===== src/rtl/lcd_pkg.sv =====
// Shared definitions for the lcd_term HD44780 character terminal:
// refresh FSM states, controller init commands, DDRAM row bases, codes.
package lcd_pkg;

    // Per-byte transfer states; ST_INIT is the sequencer's power-up phase.
    typedef enum logic [2:0] {
        ST_INIT,
        ST_IDLE,
        ST_SETUP,
        ST_PULSE,
        ST_HOLD
    } lcd_state_t;

    // Top-level sequencing phase of the refresh engine.
    typedef enum logic [1:0] {
        PH_INIT,
        PH_IDLE,
        PH_PASS
    } seq_phase_t;

    // Function set 8-bit/2-line, display on, clear, entry mode increment.
    localparam logic [7:0] INIT_CMDS [4] = '{8'h38, 8'h0C, 8'h01, 8'h06};

    // DDRAM start address of each display row.
    localparam logic [7:0] ROW_BASE [4] = '{8'h00, 8'h40, 8'h14, 8'h54};

    localparam logic [7:0] CR_CODE    = 8'h0D;
    localparam logic [7:0] BS_CODE    = 8'h08;
    localparam logic [7:0] SPACE_CODE = 8'h20;

endpackage


===== src/rtl/lcd_strobe.sv =====
// One HD44780 bus transfer: SETUP (1 cycle) latches data/rs, PULSE holds
// lcd_en high for EN_CYCLES, HOLD waits CMD_DELAY cycles. done pulses in
// the final cycle; a new start is taken only while idle.
module lcd_strobe
    import lcd_pkg::*;
#(
    parameter int unsigned EN_CYCLES = 16,
    parameter int unsigned CMD_DELAY = 262143
) (
    input  logic       clock,
    input  logic       reset,
    input  logic       start,
    input  logic [7:0] tx_data,
    input  logic       tx_rs,
    output logic       idle,
    output logic       done,
    output logic [7:0] lcd_data,
    output logic       lcd_rs,
    output logic       lcd_en
);

    lcd_state_t  state, state_next;
    logic [31:0] cnt;

    // State register, phase counter and latched bus values.
    always_ff @(posedge clock or posedge reset) begin
        if (reset) begin
            state    <= ST_IDLE;
            cnt      <= '0;
            lcd_data <= '0;
            lcd_rs   <= 1'b0;
        end else begin
            state <= state_next;
            if (state_next != state || state == ST_IDLE)
                cnt <= '0;
            else
                cnt <= cnt + 1'b1;
            if (state == ST_IDLE && start) begin
                lcd_data <= tx_data;
                lcd_rs   <= tx_rs;
            end
        end
    end

    // Next-state decode and completion strobe.
    always_comb begin
        state_next = state;
        done       = 1'b0;
        unique case (state)
            ST_IDLE:  if (start) state_next = ST_SETUP;
            ST_SETUP: state_next = ST_PULSE;
            ST_PULSE: begin
                if (cnt == 32'(EN_CYCLES - 1)) begin
                    if (CMD_DELAY == 0) begin
                        done       = 1'b1;
                        state_next = ST_IDLE;
                    end else begin
                        state_next = ST_HOLD;
                    end
                end
            end
            ST_HOLD: begin
                if (cnt == 32'(CMD_DELAY - 1)) begin
                    done       = 1'b1;
                    state_next = ST_IDLE;
                end
            end
            default: state_next = ST_IDLE;
        endcase
    end

    assign idle   = (state == ST_IDLE);
    // Decoded from the asynchronously reset state, so reset drops it at once.
    assign lcd_en = (state == ST_PULSE);

endmodule


===== src/rtl/lcd_term.sv =====
// Character terminal on an HD44780 LCD: keeps a ROWS x COLS text buffer
// with cursor, wrap and scroll, and continuously mirrors it to the panel.
// Optional macro LCD_TERM_BACKSPACE_EN enables 0x08 backspace handling.
module lcd_term
    import lcd_pkg::*;
#(
    parameter int unsigned ROWS      = 2,
    parameter int unsigned COLS      = 16,
    parameter int unsigned EN_CYCLES = 16,
    parameter int unsigned CMD_DELAY = 262143
) (
    input  logic       clock,
    input  logic       reset,
    input  logic       write_en,
    input  logic [7:0] data,
    output logic       ready,
    output logic       busy,
    output logic [7:0] lcd_data,
    output logic       lcd_rs,
    output logic       lcd_en,
    output logic       lcd_rw,
    output logic       lcd_on,
    output logic       lcd_blon
);

    localparam int unsigned RW = (ROWS > 1) ? $clog2(ROWS) : 1;
    localparam int unsigned CW = $clog2(COLS);
    localparam int unsigned PW = $clog2(COLS + 1);
    localparam logic [RW-1:0] LAST_ROW = RW'(ROWS - 1);
    localparam logic [CW-1:0] LAST_COL = CW'(COLS - 1);
    localparam logic [PW-1:0] PASS_END = PW'(COLS);

    logic [7:0]    char_buf [ROWS][COLS];
    logic [7:0]    snap     [ROWS][COLS];
    logic [RW-1:0] cur_row, scr_idx, scr_next;
    logic [CW-1:0] cur_col;
    logic          pending_wrap, scrolling, pend_valid;
    logic [7:0]    pend_char;
    logic          accept, is_print, buf_mod;

    seq_phase_t    phase, phase_next;
    logic [1:0]    init_idx;
    logic [RW-1:0] prow;
    logic [PW-1:0] pslot;
    logic          dirty, pass_begin;
    logic          stb_start, stb_idle, stb_done;
    logic [7:0]    tx_byte;
    logic          tx_rs;

    assign ready    = !scrolling;
    assign busy     = (phase != PH_IDLE);
    assign lcd_rw   = 1'b0;
    assign lcd_on   = 1'b1;
    assign lcd_blon = 1'b1;
    assign scr_next = scr_idx + 1'b1;

    // Classify the incoming byte and flag any buffer modification this cycle.
    always_comb begin
        accept   = write_en && !scrolling;
        is_print = (data >= 8'h20) && (data <= 8'h7E);
        buf_mod  = scrolling;
        if (accept) begin
            if (is_print || data == CR_CODE) buf_mod = 1'b1;
`ifdef LCD_TERM_BACKSPACE_EN
            if (data == BS_CODE) buf_mod = 1'b1;
`endif
        end
    end

    // Text buffer, cursor and row-by-row scroll. A printable byte that wraps
    // onto a scroll is parked in pend_char and dropped into column 0 of the
    // freshly blanked last row in the scroll's final cycle.
    always_ff @(posedge clock or posedge reset) begin
        if (reset) begin
            for (int unsigned r = 0; r < ROWS; r++)
                for (int unsigned c = 0; c < COLS; c++)
                    char_buf[r][c] <= SPACE_CODE;
            cur_row      <= '0;
            cur_col      <= '0;
            pending_wrap <= 1'b0;
            scrolling    <= 1'b0;
            scr_idx      <= '0;
            pend_valid   <= 1'b0;
            pend_char    <= '0;
        end else if (scrolling) begin
            if (ROWS > 1) begin
                char_buf[scr_idx] <= char_buf[scr_next];
                if (scr_idx == RW'(ROWS - 2)) begin
                    for (int unsigned c = 0; c < COLS; c++)
                        char_buf[LAST_ROW][c] <= (c == 0 && pend_valid) ? pend_char : SPACE_CODE;
                    if (pend_valid) cur_col <= CW'(1);
                    scrolling  <= 1'b0;
                    pend_valid <= 1'b0;
                end else begin
                    scr_idx <= scr_next;
                end
            end
        end else if (accept) begin
            if (is_print) begin
                if (pending_wrap) begin
                    pending_wrap <= 1'b0;
                    if (cur_row != LAST_ROW) begin
                        cur_row                      <= cur_row + 1'b1;
                        char_buf[cur_row + 1'b1][0]  <= data;
                        cur_col                      <= CW'(1);
                    end else if (ROWS == 1) begin
                        for (int unsigned c = 0; c < COLS; c++)
                            char_buf[0][c] <= (c == 0) ? data : SPACE_CODE;
                        cur_col <= CW'(1);
                    end else begin
                        scrolling  <= 1'b1;
                        scr_idx    <= '0;
                        pend_valid <= 1'b1;
                        pend_char  <= data;
                        cur_col    <= '0;
                    end
                end else begin
                    char_buf[cur_row][cur_col] <= data;
                    if (cur_col == LAST_COL) pending_wrap <= 1'b1;
                    else                     cur_col      <= cur_col + 1'b1;
                end
            end else if (data == CR_CODE) begin
                pending_wrap <= 1'b0;
                cur_col      <= '0;
                if (cur_row != LAST_ROW) begin
                    cur_row <= cur_row + 1'b1;
                end else if (ROWS == 1) begin
                    for (int unsigned c = 0; c < COLS; c++)
                        char_buf[0][c] <= SPACE_CODE;
                end else begin
                    scrolling  <= 1'b1;
                    scr_idx    <= '0;
                    pend_valid <= 1'b0;
                end
            end
`ifdef LCD_TERM_BACKSPACE_EN
            else if (data == BS_CODE) begin
                if (pending_wrap) begin
                    pending_wrap               <= 1'b0;
                    char_buf[cur_row][cur_col] <= SPACE_CODE;
                end else if (cur_col != '0) begin
                    cur_col                           <= cur_col - 1'b1;
                    char_buf[cur_row][cur_col - 1'b1] <= SPACE_CODE;
                end else begin
                    char_buf[cur_row][0] <= SPACE_CODE;
                end
            end
`endif
        end
    end

    // Freeze the buffer at pass start so later edits cannot tear a pass.
    always_ff @(posedge clock) begin
        if (pass_begin) snap <= char_buf;
    end

    // Sequencer phase, byte position and dirty flag; a same-cycle edit wins
    // over the pass-start clear so it is never lost.
    always_ff @(posedge clock or posedge reset) begin
        if (reset) begin
            phase    <= PH_INIT;
            init_idx <= '0;
            prow     <= '0;
            pslot    <= '0;
            dirty    <= 1'b0;
        end else begin
            phase <= phase_next;
            if (buf_mod)         dirty <= 1'b1;
            else if (pass_begin) dirty <= 1'b0;
            if (phase == PH_INIT && stb_done) init_idx <= init_idx + 1'b1;
            if (pass_begin) begin
                prow  <= '0;
                pslot <= '0;
            end else if (phase == PH_PASS && stb_done) begin
                if (pslot == PASS_END) begin
                    pslot <= '0;
                    if (prow != LAST_ROW) prow <= prow + 1'b1;
                end else begin
                    pslot <= pslot + 1'b1;
                end
            end
        end
    end

    // Next phase and the byte offered to the strobe.
    always_comb begin
        phase_next = phase;
        pass_begin = 1'b0;
        stb_start  = 1'b0;
        tx_byte    = '0;
        tx_rs      = 1'b0;
        unique case (phase)
            PH_INIT: begin
                tx_byte   = INIT_CMDS[init_idx];
                stb_start = stb_idle;
                if (stb_done && init_idx == 2'd3) begin
                    phase_next = PH_PASS;
                    pass_begin = 1'b1;
                end
            end
            PH_IDLE: begin
                if (dirty) begin
                    phase_next = PH_PASS;
                    pass_begin = 1'b1;
                end
            end
            PH_PASS: begin
                if (pslot == '0) begin
                    tx_byte = 8'h80 | ROW_BASE[2'(prow)];
                end else begin
                    tx_byte = snap[prow][CW'(pslot - 1'b1)];
                    tx_rs   = 1'b1;
                end
                stb_start = stb_idle;
                if (stb_done && prow == LAST_ROW && pslot == PASS_END) begin
                    if (dirty) pass_begin = 1'b1;
                    else       phase_next = PH_IDLE;
                end
            end
            default: phase_next = PH_INIT;
        endcase
    end

    lcd_strobe #(
        .EN_CYCLES (EN_CYCLES),
        .CMD_DELAY (CMD_DELAY)
    ) u_strobe (
        .clock    (clock),
        .reset    (reset),
        .start    (stb_start),
        .tx_data  (tx_byte),
        .tx_rs    (tx_rs),
        .idle     (stb_idle),
        .done     (stb_done),
        .lcd_data (lcd_data),
        .lcd_rs   (lcd_rs),
        .lcd_en   (lcd_en)
    );

endmodule


===== config.mk =====
export PLATFORM = sky130hd
export DESIGN_NAME = lcd_term
export DESIGN_NICKNAME = d
export VERILOG_FILES = /design/src/rtl/lcd_pkg.sv /design/src/rtl/lcd_strobe.sv /design/src/rtl/lcd_term.sv
export SDC_FILE = /design/constraint.sdc
export NUM_CORES = 1
export LEC_CHECK = 0
export ABC_AREA = 1
export BUFFER_PORTS_ARGS = -buffer_cell sky130_fd_sc_hd__buf_2
export CAP_MARGIN = 10
export CORE_MARGIN = 2
export CORE_UTILIZATION = 50
export DETAILED_ROUTE_END_ITERATION = 7
export PLACE_DENSITY = 0.69
export SYNTH_ARGS = -nofsm -noshare
export SYNTH_HDL_FRONTEND = slang
export SYNTH_SLANG_ARGS = --single-unit

===== constraint.sdc =====
create_clock -name clock -period 12.7 [get_ports clock]
set_input_delay 1.905 -clock clock [delete_from_list [all_inputs] [get_ports clock]]
set_output_delay 1.905 -clock clock [all_outputs]
set_load 0.01 [all_outputs]

-- After elaboration in Yosys (flattened, before gate mapping)
Index checks and enable logic that the tools add are counted.
- reductions and logical operators: 35
- bitwise operators: 10
- eq/ne operators: 24
- $add $sub $neg: 8
- multiplexer cells: 104
- $lt $le $gt $ge: 15
- operators with widths (operator ; number):
    128-bit 2-to-1 mux ; 10
    256-bit 2-to-1 mux ; 5
    256-bit bitwise mux ; 3
    128-bit demux with 1-bit select ; 3
    8-bit 2-to-1 mux ; 7
    1-bit 2-to-1 mux ; 47
    32-bit by 1-bit adder with 32-bit output, second input constant ; 1
    8-bit binary-select mux with 2-bit select ; 2
    8-bit binary-select mux with 4-bit select ; 1
    8-bit demux with 4-bit select ; 1
    32-bit by 18-bit equality test with 1-bit output, second input constant ; 1
    32-bit by 4-bit equality test with 1-bit output, second input constant ; 1
    32-bit 2-to-1 mux ; 1
    4-bit 2-to-1 mux ; 8
    8-bit case mux with 2 select lines ; 1
    5-bit 2-to-1 mux ; 3
    5-bit AND reduction ; 3
    7-bit 2-to-1 mux ; 2
    2-bit nonzero test ; 7
    1-bit logical AND ; 12
    3-bit case mux with 4 select lines ; 1
    2-bit greater-or-equal comparator, second input constant ; 5
    5-bit greater-or-equal comparator, second input constant ; 2
    1-bit inverter with 2-bit output ; 5
    other kinds (41) ; 64
- word-level logic and storage cells: 276
- register bits after elaboration: 584
- output and inout port bits: 15

-- Depth between registers and ports, before layout
Gate-level depths: netlist of the first run.
- depth in word-level cells: 12
- gate-level depth with buffers: 14
- gate-level depth less buffers: 11

-- Modules after synthesis
From an unflattened synthesis of the first run, not the netlist that was laid out.
- cell total of the unflattened synthesis: 2681
- area, all modules: 26102.5 um^2
- by module, submodules not included (module ; area an instance (um^2) ; seq. area each (um^2) ; cells an instance ; instances):
    lcd_term ; 23627.7 ; 14809.2 ; 2369 ; 1
    lcd_strobe ; 2474.9 ; 1102.3 ; 312 ; 1

-- Worst setup path after synthesis of the first run
OpenSTA, ideal clock, no wires.
- kind: register to register
- start point: register pslot[0]
- end point: register snap[0] in the netlist's numbering, enable pin
- required time: 12.070 ns
- library setup time: 0.630 ns
- path buffers: 2
- data arrival time: 7.191 ns
- setup slack: 4.879 ns
- stages on the path, launching flop included: 9
- cell sequence: dfrtp_1 inv_1 buf_2 buf_1 ha_1 nand4_1 nor2_1 nand4_1 nand2_1
- word-level cells in the longest chain between the ends: 4
- RTL lines (item ; RTL line ; source):
    from (decl) ; lcd_term.sv:44 ; logic [PW-1:0] pslot;
    from (signal assigned) ; lcd_term.sv:179 ; pslot <= pslot + 1'b1;
    5-bit equality test ; lcd_term.sv:215 ; if (stb_done && prow == LAST_ROW && pslot == PASS_END) begin
    1-bit logical AND ; lcd_term.sv:215 ;
    1-bit 2-to-1 mux ; lcd_term.sv:215 ;
    1-bit case mux with 3 select lines ; lcd_term.sv:192 ; unique case (phase)
    to (signal assigned) ; lcd_term.sv:154 ; if (pass_begin) snap <= char_buf;
    to (decl) ; lcd_term.sv:34 ; logic [7:0] snap [ROWS][COLS];
Every way passes these cells.
A chain may end at the register's enable or synchronous reset.

-- Worst setup path after layout of the first run
- start point: register prow
- end point: register snap[135] in the netlist's numbering, enable pin
- word-level cells in the longest chain between the ends: 4
- RTL lines (item ; RTL line ; source):
    from (decl) ; lcd_term.sv:43 ; logic [RW-1:0] prow;
    from (signal assigned) ; lcd_term.sv:177 ; if (prow != LAST_ROW) prow <= prow + 1'b1;
    1-bit logical AND (2 in a row) ; lcd_term.sv:215 ;
    1-bit 2-to-1 mux ; lcd_term.sv:215 ;
    1-bit case mux with 3 select lines ; lcd_term.sv:192 ;
Every way passes these cells.

==> metrics.txt, run 1 <==
initial antenna violation count=1; leakage=11.1 nW; H-tree Lvls=2; Min-Delay Path Depth=0; synthesized area per cell=9.92 µm²; Initial Util=50.8%; grt ovf=0; DR vias=roughly 19000; clk buf depth=3; Netlist cell types=45; hold_buf cts=0; FMAX=~0.15 GHz; core area=51500 µm²; setup bufs post-CTS=0; Final period util=between 50% and 60%; largest net degree at the start of global routing=142; RD Place Congestion=0.918; commonest non-fill, non-tap cells in the layout=606 x nand2_1, 291 x dfrtp_1, 289 x nor2_1, 256 x edfxtp_1, 210 x o21ai_1; Async SR Flop Fraction=56.1%; Worst Path Required=12.94 ns; worst rel slew slack=around a fifth; Final min period=6.55 ns; hold worst-path end=snap[134]; Main synth FF type=dfrtp_1; setup TNS=0 ns; Seq/Total Area, Yosys=60.8%; CP startpoint kind=flop; Post-synth EDFFs=256; synthesized cell area=roughly 26000 µm²; Non-Filler Instances=3331; min-delay worst type=flop to flop; worst slew pin tran=approximately 1.2 ns; final WL=65200 µm; CTS tree=done; Final Hold Viols=0; crit-path cells=clkinv_2 > nor2_1 > nand4_1 > nand2_4 > buf_4 > buf_4 > buf_4; initial drt markers=between 1500 and 2000; die area=54200 µm²; unrepaired setup endpoints after global routing=no; Worst Hold Launch=char_buf[134]; post-DP HPWL=39000 µm; R2R setup slack=6.15 ns; critical path arrival=6.79 ns; most common cell type on the critical path=buf_4; Critical-path top delay cell=dfrtp_4; Die X-Extent=233 µm; Synth Instances=2637; worst-path fanout max=83; Chip Height=233 µm; overall routing resource usage=24.6%; Routed Antenna Nets=0; pwr dens=144 nW/µm²; I/O Pins=26; Post-CTS Resized=0; Layout area overhead=9.19%; Worst Skew=~0.028 ns; row count=83; CTS sink cnt=about 580; DR DRC count=0; final max-slew violation count=0; commonest non-fill, non-tap cell in the layout=nand2_1; Avg WL per Cell=19.6 µm; CTS buffer count=between 60 and 70; worst r2r src=prow; Worst VDD drop=0.109 mV; global-route wire length before repair=103000 µm; Hold Worst Slack=around 0.44 ns; Reg2Reg Depth=7; placed cell count=roughly 3200; Tot Pwr=4.11 mW; status=complete, no violations; class of the most critical setup path=flop to flop; Synth Warn #=0; Crit path largest cell delay=1.07 ns; Crit Reg-Reg Endpoint=snap[135]; vias per cell=5.73; layout cells sized above 1=10.5%; # port buffers=22; MaxCap Viol Count=0; Finish-stage setup viols=0; Root Driver=clkbuf_16; CTS clk-pin slew, worst paths=roughly 0.06 ns; crit path capture type=flop; Worst-Skew Late Latency=0.64 ns; 1st-pass router iterations=5; Yosys reg bits=583; vias in the first global route=roughly 18000; fin nets=2620
## logic make-up after synthesis
group           Yosys count  synth area share (%)
compound gates          535                  11.6
xor+xnor                 38                  1.27
fa+ha+maj                12                 0.574
buf+inv                 280                  4.98
flops                   583                  60.8
other cells               2                0.0287
simple gates           1187                  20.7
## per-layer routing
metal  track usage (%)  routed length (µm)  part of all wire, %  vias to the layer above
met5                 0                   0                    0                        -
met4              9.95                2570                  3.9                        0
met3              4.00                5030                  7.7                      171
met2              38.0               29500                   45                      821
met1              34.7               28100                   43                     9224
li1                  -                   -                    -                     8859
## critical path, delay by kind of cell, from the launching register on
kind / cells / cell delay (ns)
flip-flops: 1 / 1.07
buffers and inverters: 4 / 3.53
AND/OR/NAND/NOR: 3 / 1.37
## area by class of cell
class | instances | area, µm²
inverters | 130 | 497
clock buffers | 92 | 1730
diodes | 1 | 2.50
fillers | 4421 | 22900
clock inverters | 24 | 283
multi-input cells | 1775 | 8980
flip-flops and latches | 583 | 15900
repair buffers | 46 | 303
well taps | 680 | 851
## sequential cells by signal (all words and copies together) (netlist names), 2 cells and up
name and cells:
char_buf 256, snap 256, u_strobe.cnt 32, pend_char 8
u_strobe.lcd_data 8, pslot 5, cur_col 4, u_strobe.state 3
init_idx 2, phase 2
## metrics by stage
stage               util (%)  setup WS (ns)  area, µm²
floorplan                  -           1.79      26200
global route            55.5           5.63      28600
CTS                     55.5           6.10      28600
finish                  55.5           6.15      28600
global placement        51.5           6.28      26500
detailed placement      51.5           6.11      26500
## worst max path at each step
| stage | endpoint | slack (ns) | cells past startpoint | start |
|---|---|---|---|---|
| 2_1_floorplan | char_buf[0] | 1.79 | 1 | reset |
| 3_3_place_gp | snap[209] | 6.28 | 7 | prow |
| 3_5_place_dp | snap[6] | 6.11 | 7 | prow |
| 4_1_cts | snap[11] | 6.10 | 7 | prow |
| 5_1_grt | snap[135] | 5.63 | 7 | prow |
| 6_report | snap[135] | 6.15 | 7 | prow |
## power by group
group / switching [mW] / internal (mW)
Sequential: 0.0513 / 2.04
Clock: 0.738 / 1.04
Combinational: 0.183 / 0.0540
Total: 0.972 / 3.14
## synth_stat cells, types with 30 or more instances
library cell    n  area share, %
inv_1         125            1.8
nor2_1        295            4.2
a21oi_1        32           0.61
o21ai_0       159            3.0
o21ai_1       210            4.0
clkbuf_1       54           0.77
dfstp_2        33            3.3
edfxtp_1      256             29
nand3_1       155            3.0
nor2_4         30            1.3
dfrtp_1       294             28
nand2_1       608            8.7
buf_2          65            1.2
a22oi_1       112            3.2
Power figures use the tool's default switching activity.
==> run 2, diff against run 1 <==
==> constraint.sdc (replaced) <==
create_clock -name clock -period 6.05 [get_ports clock]
set_input_delay 0.9075 -clock clock [delete_from_list [all_inputs] [get_ports clock]]
set_output_delay 0.9075 -clock clock [all_outputs]
set_load 0.01 [all_outputs]
==> run 2 against run 1 <==
Against the previous run:
- first-iteration DRC count increased by 0.16%
- critical path depth decreased by 2
- power increased by 110%
- highest routed layer unchanged
- setup slack got worse by 4.7 ns
- final cell count decreased by 0.15%
- sequential cell count unchanged
- wire length increased by 0.33%
- die area unchanged
- via count decreased by 1.2%
==> metrics.txt, run 2 (synthesis results as in run 1) <==
commonest non-fill, non-tap cell in the layout=nand2_1; worst rel slew slack=17.7% (-3.1 points); Root Driver=clkbuf_16; FMAX=0.217 GHz (+42%); switching power=2.05 mW (+110%); class of the most critical setup path=flop to flop; Util after Layout=55.6% (+0.16 points); Avg WL per Cell=19.7 µm (+0.48%); Non-Filler Instances=3326 (-0.15%); H-tree Lvls=2 (unchanged); Worst Path Required=6.35 ns (-6.59 ns); setup bufs post-CTS=0 (unchanged); Worst VDD drop=0.241 mV (+120%); Comb power frac=5.8% (about the same); Finish-stage setup viols=0 (unchanged); leakage=11.1 nW (about the same); unrepaired setup endpoints after global routing=no; Chip Height=233 µm (unchanged); # fillers=4487 (+1.5%); Clock power frac=44.1% (+0.8 points); DR DRC count=0 (unchanged); # port buffers=22 (unchanged); pwr dens=305 nW/µm² (+110%); worst slew pin tran=1.23 ns (+0.0447 ns); vias in the first global route=18294 (-0.57%); fin nets=2618 (-0.076%); Final period util=76.3% (+25 points); CTS sink cnt=583 (unchanged); die area=54200 µm² (unchanged); Final min period=4.62 ns (-1.93 ns); min-delay worst type=input port to asynchronous set/reset pin; CTS clk-pin slew, worst paths=0.06 ns (about the same); R2R setup slack=1.43 ns (-4.72 ns); hold_buf cts=0 (unchanged); CTS tree=done; vias per cell=5.67 (-1.0%); post-DP HPWL=39600 µm (+1.5%); initial drt markers=1839 (+0.16%); Worst Skew=0.0205 ns (-0.00803 ns); clk buf depth=3 (unchanged); crit path capture type=flop; worst-path fanout max=133 (+60%); antenna cell count=0 (-1); largest net degree at the start of global routing=151 (+6.3%); row count=83 (unchanged); Routed Antenna Nets=0 (unchanged); grt ovf=0 (unchanged); CP startpoint kind=flop; Initial Util=50.8% (unchanged); RD Place Congestion=0.884 (-3.7%); final WL=65400 µm (+0.33%); register share of total power=50.1% (-0.8 points); core area=51500 µm² (unchanged); Pint=6.69 mW (+110%); I/O Pins=26 (unchanged); net switching share of the total power=23.4% (-0.18 points); status=complete, no violations; critical path arrival=4.92 ns (-1.87 ns); Post-CTS Resized=0 (unchanged); commonest non-fill, non-tap cells in the layout=606 x nand2_1, 291 x dfrtp_1, 289 x nor2_1, 256 x edfxtp_1, 210 x o21ai_1; overall routing resource usage=24.7% (+0.16 points); MaxCap Viol Count=0 (unchanged); placed cell count=3213 (-0.031%); DR vias=18853 (-1.2%); initial antenna violation count=0 (-1); Die X-Extent=233 µm (unchanged); layout cells sized above 1=10.5% (+0.016 points); 1st-pass router iterations=5 (unchanged); Tot Pwr=8.74 mW (+110%); setup TNS=0 ns (unchanged); largest registers=char_buf (256), snap (256), u_strobe.cnt (32); Worst-Skew Late Latency=0.63 ns (about the same); global-route wire length before repair=104000 µm (+0.65%); CTS buffer count=60 (-1.6%); final max-slew violation count=0 (unchanged); Final Hold Viols=0 (unchanged); Layout area overhead=9.50%
[run 2: cell count changes in the layout (fill, tap and decap cells not counted), moves of 3 or more]
cell / before / now
nor2_4: 30 / 33
buf_4: 23 / 20
clkbuf_8: 9 / 6
clkinv_1: 3 / 8
nor2_2: 16 / 13
clkbuf_1: 22 / 13
bufinv_16: 5 / 8
[run 2: layout make-up]
cell class | instances | area, µm² | share of cell area (%)
clock buffer | 81 | 1680 | 5.87
clock inverter | 32 | 378 | 1.32
inverter | 130 | 493 | 1.72
multi-input combinational | 1775 | 9000 | 31.4
sequential | 583 | 15900 | 55.6
tap | 680 | 851 | 2.97
timing repair buffer | 45 | 320 | 1.12
[run 2: critical path: stages, from the launching register on]
cell	delay (ns)
dfrtp_4	0.92
clkinv_2	0.88
nor2_1	0.42
nand4_1	0.50
nand2_8	0.97
buf_12	0.39
[run 2: per-stage QoR]
step	instance area (µm²)	hold slack, ns	setup WS [ns]
after CTS	28700	0.164	1.46
after global placement	26600	0.430	1.72
after detailed placement	26600	0.431	1.48
after global routing	28700	0.182	1.15
after floorplan	26200	0.425	0.694
final	28700	0.185	1.43
[run 2: path summary, 6_finish.rpt]
kind,cells after the start,end,from
max,5,snap[120],prow
min reg2reg,0,snap[163],char_buf[163]
min,2,char_buf[236],reset
max in group asynchronous,4,scrolling,reset
min in group clock,0,snap[163],char_buf[163]
max reg2reg,5,snap[120],prow
[run 2: power groups by stage]
stage | Clock [mW] | Combinational, mW | Sequential [mW]
2_1_floorplan | 0 | 0.365 | 4.42
3_3_place_gp | 0 | 0.491 | 4.44
3_5_place_dp | 0 | 0.503 | 4.45
4_1_cts | 3.89 | 0.505 | 4.38
5_1_grt | 4.06 | 0.559 | 4.39
6_report | 3.85 | 0.506 | 4.38
[run 2: per-layer routing]
metal / share of wire, % / track usage [%]
met1: 42 / 34.1
met2: 47 / 39.0
met3: 7.3 / 4.25
met4: 3.6 / 9.91
met5: 0 / 0
==> run 3, diff against run 2 <==
==> constraint.sdc (replaced) <==
create_clock -name clock -period 4.5 [get_ports clock]
set_input_delay 0.675 -clock clock [delete_from_list [all_inputs] [get_ports clock]]
set_output_delay 0.675 -clock clock [all_outputs]
set_load 0.01 [all_outputs]
==> run 3 against run 2 <==
Against the previous run:
- clock power grew 22%
- via count up 0.44%
- power rose by 29%
- final cell count hardly changed
- largest power group unchanged
- largest cell class unchanged
- clock skew shrank 0.0013 ns
- die area is the same
- register-to-register slack worse by 0.30 ns
- global-route usage rose by 0.23 points
==> metrics.txt, run 3 (synthesis results as in run 1) <==
status=complete, no violations; # port buffers=22 (unchanged); Post-CTS Resized=0 (unchanged); fin area=28500 µm² (-0.44%); grt ovf=0 (unchanged); die area=54200 µm² (unchanged); antenna cell count=0 (unchanged); Worst Path Required=4.74 ns (-1.61 ns); CP startpoint kind=flop; vias per cell=5.69 (+0.38%); class of the most critical setup path=flop to flop; Root Driver=clkbuf_16; min-delay worst type=input port to asynchronous set/reset pin; Avg WL per Cell=19.8 µm (+0.89%); fin nets=2622 (+0.15%); Clock power frac=41.7% (-2.4 points); register share of total power=52.2% (+2.1 points); Tot Pwr=11.3 mW (+29%); core area=51500 µm² (unchanged); commonest non-fill, non-tap cell in the layout=nand2_1; Final period util=74.9% (-1.4 points); DR vias=18936 (+0.44%); most common cell type on the critical path=nor2_1; Chip Height=233 µm (unchanged); Initial Util=50.8% (unchanged); crit-path cells=nor2_1 > nand2_1 > nor2_1 > nand3_1 > nor2_1 > nand4_1 > nand2_8 > buf_4; Top delay family on crit path=simple AND/OR/NAND/NOR gates; MaxCap Viol Count=0 (unchanged); worst slew pin tran=1.08 ns (-0.157 ns); largest net degree at the start of global routing=150 (-0.66%); Comb power frac=6.1% (+0.3 points); worst rel slew slack=28.2% (+10 points); worst-path fanout max=64 (-52%); vias in the first global route=18156 (-0.75%); hold_buf cts=0 (unchanged); setup bufs post-CTS=0 (unchanged); Finish-stage setup viols=0 (unchanged); Worst Skew=0.0191 ns (-0.00135 ns); Critical-path top delay cell=nand2_8; Worst-Skew Late Latency=0.61 ns (-0.02 ns); H-tree Lvls=2 (unchanged); Final Hold Viols=0 (unchanged); critical path arrival=3.61 ns (-1.31 ns); unrepaired setup endpoints after global routing=no; RD Place Congestion=0.912 (+3.2%); post-DP HPWL=40600 µm (+2.7%); pwr dens=396 nW/µm² (+30%); FMAX=0.297 GHz (+37%); Die X-Extent=233 µm (unchanged); row count=83 (unchanged); initial drt markers=2098 (+14%); net switching share of the total power=23.8% (+0.33 points); Buf+Inv Stages, Crit Path=1 (-1); leakage=11.1 nW (-0.48%); Pint=8.61 mW (+29%); dpl cell area=26700 µm² (+0.30%); largest registers=char_buf (256), snap (256), u_strobe.cnt (32); final max-slew violation count=0 (unchanged); layout cells sized above 1=10.6% (+0.11 points); commonest non-fill, non-tap cells in the layout=606 x nand2_1, 291 x dfrtp_1, 289 x nor2_1, 256 x edfxtp_1, 210 x o21ai_1; Routed Antenna Nets=0 (unchanged); overall routing resource usage=24.9% (+0.23 points); initial antenna violation count=2 (+2); global-route wire length before repair=105000 µm (+0.47%); switching power=2.69 mW (+31%); clk buf depth=3 (unchanged); crit path capture type=flop; CTS clk-pin slew, worst paths=0.06 ns (about the same); CTS tree=done; Layout area overhead=9.02%; CTS sink cnt=583 (unchanged); DR DRC count=0 (unchanged); final WL=66000 µm (+0.95%); Final min period=3.37 ns (-1.25 ns); Crit path largest cell delay=0.61 ns (-0.36 ns); I/O Pins=26 (unchanged); CTS buffer count=57 (-5.0%); Worst VDD drop=0.302 mV (+26%); 1st-pass router iterations=5 (unchanged)
==> run 3: cell types whose count changed in the layout (fill, tap and decap cells not counted), moves of 2 or more <==
cell / change
buf_12: +3
buf_4: +4
bufinv_16: -6
clkbuf_1: +3
clkbuf_16: -3
clkbuf_8: +4
clkinv_1: -4
clkinvlp_4: +3
nor2_2: +2
nor2_4: -2
==> run 3: metal layers <==
layer | vias to the layer above | GRT usage [%] | share of wire (%)
li1 | 8869 | - | -
met1 | 9155 | 35.9 | 43
met2 | 765 | 38.4 | 45
met3 | 143 | 4.13 | 8.0
met4 | 4 | 8.78 | 3.4
met5 | - | 0 | 0.039
==> run 3: worst register-to-register path: stages, from the launching register on <==
cell	delay, ns
dfrtp_1	0.43
nor2_1	0.14
nand2_1	0.07
nor2_1	0.24
nand3_1	0.14
nor2_1	0.28
nand4_1	0.49
nand2_8	0.61
buf_4	0.58
==> run 3: per-stage QoR <==
stage	utilization [%]	std cells	setup TNS, ns	worst slack, ns	hold slack (ns)
floorplan	-	2638	-150.75	-0.513	0.425
global placement	51.8	3220	0	1.27	0.429
detailed placement	51.8	3220	0	1.17	0.432
CTS	55.4	3328	0	1.17	0.276
global route	55.4	3328	0	0.875	0.312
finish	55.4	3328	0	1.13	0.248
==> run 3: final timing paths <==
check | startpoint | to | slack (ns) | cells after the start
max | u_strobe.cnt[28] | snap[125] | 1.13 | 8
min | reset | char_buf[98] | 0.25 | 3
max reg2reg | u_strobe.cnt[28] | snap[125] | 1.13 | 8
min reg2reg | char_buf[198] | snap[198] | 0.44 | 0
max in group asynchronous | reset | scrolling | 3.37 | 3
min in group clock | data[2] | pend_char[2] | 0.37 | 3
==> run 3: layout make-up <==
| cell class | instances | area (µm²) |
|---|---|---|
| Clock buffer | 85 | 1670 |
| Multi-Input combinational cell | 1775 | 8990 |
| Clock inverter | 23 | 180 |
| Fill cell | 4538 | 23000 |
| Sequential cell | 583 | 15900 |
| Timing Repair Buffer | 52 | 410 |
| Inverter | 130 | 493 |
| Tap cell | 680 | 851 |
==> run 3: power by group through the flow <==
stage               combinational [mW]  sequential (mW)  clock, mW
floorplan                        0.491             5.94          0
global placement                 0.671             5.98          0
detailed placement               0.692             5.99          0
CTS                              0.693             5.89       4.78
global route                     0.765             5.91       5.00
finish                           0.694             5.89       4.71
